[config.mk]
export PLATFORM = sky130hd
export DESIGN_NAME = seq_divider
export DESIGN_NICKNAME = d
export VERILOG_FILES = /design/src/rtl/div_pkg.sv /design/src/rtl/seq_divider_ctrl.sv /design/src/rtl/seq_divider.sv
export SDC_FILE = /design/constraint.sdc
export NUM_CORES = 1
export LEC_CHECK = 0
export ABC_AREA = 1
export BUFFER_PORTS_ARGS = -buffer_cell sky130_fd_sc_hd__buf_2
export CORE_MARGIN = 4
export CORE_UTILIZATION = 45
export DETAILED_ROUTE_END_ITERATION = 8
export HOLD_SLACK_MARGIN = 0.1
export PLACE_DENSITY = 0.69
export SLEW_MARGIN = 25
export SYNTH_ARGS = -nofsm -noshare
export SYNTH_HDL_FRONTEND = slang
export SYNTH_HIERARCHICAL = 1
export SYNTH_SLANG_ARGS = --single-unit
[constraint.sdc]
create_clock -name clk -period 3.8 [get_ports clk]
set_clock_uncertainty 0.1 [all_clocks]
set_input_delay 0.38 -clock clk [delete_from_list [all_inputs] [get_ports clk]]
set_output_delay 0.38 -clock clk [all_outputs]
set_load 0.05 [all_outputs]
[src/rtl/div_pkg.sv]
// div_pkg: shared types and constants for the sequential divider.
//   div_state_t   : controller state encoding (IDLE, SUB, DONE), 2 bits
//   DIV_ZERO_QUOT : quotient reported for a zero divisor (all ones; slice to width)
package div_pkg;

   typedef enum logic [1:0] {
      IDLE = 2'b00,
      SUB  = 2'b01,
      DONE = 2'b10
   } div_state_t;

   localparam logic [63:0] DIV_ZERO_QUOT = '1;

endpackage

[src/rtl/seq_divider_ctrl.sv]
// seq_divider_ctrl: start/done control FSM for the repeated-subtraction divider.
// Ports:
//   clk, rst  : clock, synchronous active-high reset
//   start     : operation request (honoured in IDLE and DONE only)
//   ge        : remainder >= divisor
//   dz        : incoming divisor is zero
//   load      : latch operands this cycle
//   sub_en    : perform one subtract/count step this cycle
//   set_dz    : divide-by-zero operation accepted this cycle
//   busy      : high in SUB
//   done      : high in DONE
module seq_divider_ctrl
   import div_pkg::*;
(
   input  logic clk,
   input  logic rst,
   input  logic start,
   input  logic ge,
   input  logic dz,
   output logic load,
   output logic sub_en,
   output logic set_dz,
   output logic busy,
   output logic done
);

   div_state_t state, state_next;

   always_ff @(posedge clk) begin
      if (rst) begin
         state <= IDLE;
      end else begin
         state <= state_next;
      end
   end

   always_comb begin
      state_next = state;
      load       = 1'b0;
      sub_en     = 1'b0;
      set_dz     = 1'b0;
      busy       = 1'b0;
      done       = 1'b0;
      unique case (state)
         IDLE, DONE: begin
            done = (state == DONE);
            if (start) begin
               load       = 1'b1;
               set_dz     = dz;
               // A zero divisor skips SUB entirely; the result is fixed.
               state_next = dz ? DONE : SUB;
            end
         end
         SUB: begin
            busy = 1'b1;
            if (ge) begin
               sub_en = 1'b1;
            end else begin
               state_next = DONE;
            end
         end
         default: state_next = IDLE;
      endcase
   end

endmodule

[src/rtl/seq_divider.sv]
// seq_divider: unsigned divider by repeated subtraction with start/done handshake.
// Optional feature macro: DIVZERO_FLAG_EN (adds the registered div_zero output).
// Ports:
//   clk, rst   : clock, synchronous active-high reset
//   start      : request; operands latched when accepted
//   in1, in2   : dividend, divisor
//   quotient   : registered quotient (all ones for a zero divisor)
//   remainder  : registered remainder (in1 for a zero divisor)
//   busy       : division in progress
//   done       : result valid
//   div_zero   : last accepted operation had a zero divisor (DIVZERO_FLAG_EN only)
module seq_divider
   import div_pkg::*;
#(
   parameter int unsigned WIDTH = 8
) (
   input  logic             clk,
   input  logic             rst,
   input  logic             start,
   input  logic [WIDTH-1:0] in1,
   input  logic [WIDTH-1:0] in2,
   output logic [WIDTH-1:0] quotient,
   output logic [WIDTH-1:0] remainder,
   output logic             busy,
`ifdef DIVZERO_FLAG_EN
   output logic             done,
   output logic             div_zero
`else
   output logic             done
`endif
);

   logic [WIDTH-1:0] dvs;
   logic             load;
   logic             sub_en;
   logic             set_dz;
   logic             ge;
   logic             dz;

   assign ge = (remainder >= dvs);
   assign dz = (in2 == '0);

   seq_divider_ctrl u_ctrl (
      .clk    (clk),
      .rst    (rst),
      .start  (start),
      .ge     (ge),
      .dz     (dz),
      .load   (load),
      .sub_en (sub_en),
      .set_dz (set_dz),
      .busy   (busy),
      .done   (done)
   );

   always_ff @(posedge clk) begin
      if (rst) begin
         dvs       <= '0;
         remainder <= '0;
         quotient  <= '0;
      end else if (load) begin
         dvs       <= in2;
         remainder <= in1;
         quotient  <= dz ? DIV_ZERO_QUOT[WIDTH-1:0] : '0;
      end else if (sub_en) begin
         // sub_en only fires when remainder >= dvs, so no underflow or wrap.
         remainder <= remainder - dvs;
         quotient  <= quotient + WIDTH'(1);
      end
   end

`ifdef DIVZERO_FLAG_EN
   always_ff @(posedge clk) begin
      if (rst) begin
         div_zero <= 1'b0;
      end else if (load) begin
         div_zero <= set_dz;
      end
   end
`else
   logic unused_set_dz;
   assign unused_set_dz = set_dz;
`endif

endmodule

==> results.md <==
- The final routed DRC violation total is 0.
- The top fanout value on the critical path is 11.
- The final antenna-violating net count is 0.
- Power spread over the standard cell area amounts to 444 nW/um2.
- The post-synth design cell area is ~1600 um2.
- After clock tree synthesis, the flow added hold-fix buffers numbering 0.
- The worst min-delay path category is primary input to register.
- The number of nets in the final layout is 297.
- For the finished layout, the period the worst path requires is 2470 ps.
- The die outline width is around 67 um.
- Traced cell by cell, the critical path runs through inv_1 > ha_1 > inv_1 > fa_1 > nand2_1 > nand2_1 > nand2_1 > o2111ai_1 > nand3_1 > inv_1 > nor2_1 > buf_4 > inv_2 > nand2_2 > inv_2 > nand2_1 > o211ai_1 > inv_1.
- The peak supply drop is around 0.20 mV.
- Setup repair after global routing left no endpoint under its margin.
- Synthesis produced 231 cells.
- The worst path meets setup with 1330 ps of slack.
- The number of vias in the routed layout is 1582.
- Headroom to the max-slew limit came out at a little under two thirds.
- The total of cells resized after clock tree synthesis is 0.
- The post-CTS clock slew at the launch and capture registers of the worst setup and hold paths is ~150 ps.
- The floorplan has 21 rows.
- The number of buffers created by CTS is 3.
- The placed wire-length estimate after detailed placement is 2890 um.
- The first detailed-routing pass ran for 4 iterations.
- The net count of the mapped netlist is 260.
- Combinational logic burns 36.5% of the power.
- The tree is rooted in a clkbuf_4.
- The actual slew at the worst max-slew pin is approximately 540 ps.
- The count of endpoints failing hold in the final timing report came to 0.
- Summing internal, switching and leakage power gives 0.000810 W.
- The vertical die dimension is between 60 and 70 um.
- The total count of max-transition violations in the final report is 0.
- The clock network latency to the later pin of the worst-skew pair is approximately 330 ps.
- The total global-route track usage is 17.9%.
- The die covers roughly 4500 um2.
- Once the clock tree was built, the setup fixing pass inserted 0 buffers.
- The non-filler instance count after layout is between 300 and 400.
- At the end of routability-driven placement, the weighted congestion stood at 0.870.
- In this run, the number of DRC markers left after iteration 0 of detailed routing was 101.
- The max-capacitance violation count is 0.
- The via count of the first global-routing pass came to about 1.4k.
- In this run the number of H-tree levels came out at 1.
- The leakage power is 0.946 nW.
- In this run the count of I/O pins placed on the die edge is 37.
- The flow ran to the end, and the final reports show no timing, DRC or antenna violations.
- The maximum achievable frequency is 0.404 GHz.
- A synthesized cell averages 6.75 um2.
- The cell with the biggest individual delay on the critical path is fa_1.
- STA classifies the critical path startpoint as a register.
- Entering global routing, the biggest net connects 21 pins.
- The clock network is responsible for 24.3% of the overall power.
- Once placement completed, the tool counted placed cells totaling 309.
- Summed over all layers, the routed wires come to 3710 um.
- The tree built by TritonCTS fans out to 26 sinks.
- The wire length of the first global-routing pass is ~6200 um.
- The final critical-path share of the clock period is 65.1%.
- The share of total power consumed by net switching is 38.7%.
- TritonCTS built the clock tree.
- Before CTS, the worst setup slack after placement is 1380 ps.
- The effective utilization at floorplan is 46.8%.
- The critical path in this run is classified as register to register.
- Cell internal power was estimated by the tool at 0.000497 W.
- For this design the total switching power over the nets is 0.000313 W.
- During synthesis, Yosys emitted a total of 6 warnings.
- The number of I/O port buffers is 36.
- The area added between synthesis and finish is 17.1%.
- At the worst endpoint, the arrival time is 2670 ps.
- Per report_power, the sequential group accounts for between 30% and 40% of the total.
- The final global-route overflow total is 0.
- The count of inserted antenna diode cells is 0.
- In this run the deepest clock path goes through 2 buffers.
- Cells with a size suffix above 1 make up 19.1% of the layout.
- Dividing the detail-routed via count by the number of cells gives 5.05.
- The category of the worst setup path capture point is a register.
- In the final routed layout, each cell accounts on average for 11.8 um.
- The floorplan step defined a core boundary enclosing 3340 um2.
- The biggest cell delay along the critical path is 410 ps.
- The required arrival time at the worst endpoint is between 3000 and 4000 ps.
- The final-report setup violation count is 0.
- The initial antenna violation count was 0.
- The total negative setup slack is 0 ps.
==> layout make-up <==
type	instances	area, um2
fill	351	1510
sequential	26	520
clock inverter	1	30.0
multi-input combinational	157	843
inverter	42	158
tap	46	57.6
timing repair buffer	38	195
clock buffer	3	22.5
==> per-stage QoR <==
| step | utilization [%] | hold slack (ps) | area [um2] |
|---|---|---|---|
| after floorplan | - | 333 | 1560 |
| after global placement | 53.2 | 347 | 1770 |
| after detailed placement | 53.2 | 362 | 1770 |
| after CTS | 54.7 | 199 | 1830 |
| after global routing | 54.7 | 203 | 1830 |
| final | 54.7 | 206 | 1830 |
==> routing by layer <==
metal  vias to the layer above  global-route usage, %  wire [um]
li1                        829                      -          -
met1                       703                   24.8       1760
met2                        45                   28.3       1680
met3                         5                   2.70        216
met4                         0                   5.57         46
met5                         -                      0          0
==> critical path, delay by kind of cell (launching register included) <==
family / cells / cell delay [ps]
buffers and inverters: 7 / 600
AND/OR/NAND/NOR: 7 / 640
adder cells (fa/ha/maj): 2 / 550
AO/OA/AOI/OAI: 2 / 220
flip-flops: 1 / 340
==> sequential cells by signal, summed over array words and instances (netlist names) <==
| name | flops |
|---|---|
| dvs | 8 |
| quotient | 8 |
| remainder | 8 |
| u_ctrl/state | 2 |
==> cell usage in the layout (no fill, tap or decap), types with 2 or more instances in the layout <==
master	count
clkbuf_4	3
buf_2	36
nand3_1	14
o211ai_1	3
nor2_1	17
a31oi_1	2
buf_4	2
nand2_2	2
dfxtp_1	26
a22oi_1	5
a21oi_1	28
o21ai_0	18
nand4_1	3
or2_2	2
nand2_1	46
inv_2	2
ha_1	9
inv_1	40
==> power by group through the flow <==
stage	sequential, W	combinational [W]	clock [W]
after floorplan	0.000375	0.000176	0
after global placement	0.000323	0.000293	0
after detailed placement	0.000323	0.000295	0
after CTS	0.000318	0.000297	0.000202
after global routing	0.000321	0.000333	0.000211
final	0.000318	0.000296	0.000197
==> path summary, 6_finish.rpt <==
path	slack [ps]	cells past startpoint	end	start
max reg2reg	1330	18	quotient[1]$_SDFFE_PP0P_	remainder[0]$_SDFFE_PP0P_
max	1330	18	quotient[1]$_SDFFE_PP0P_	remainder[0]$_SDFFE_PP0P_
min	210	3	remainder[2]$_SDFFE_PP0P_	in1[2]
min reg2reg	380	2	dvs[7]$_SDFFE_PP0P_	dvs[7]$_SDFFE_PP0P_
No activity file was read; power rests on OpenSTA's default activity.
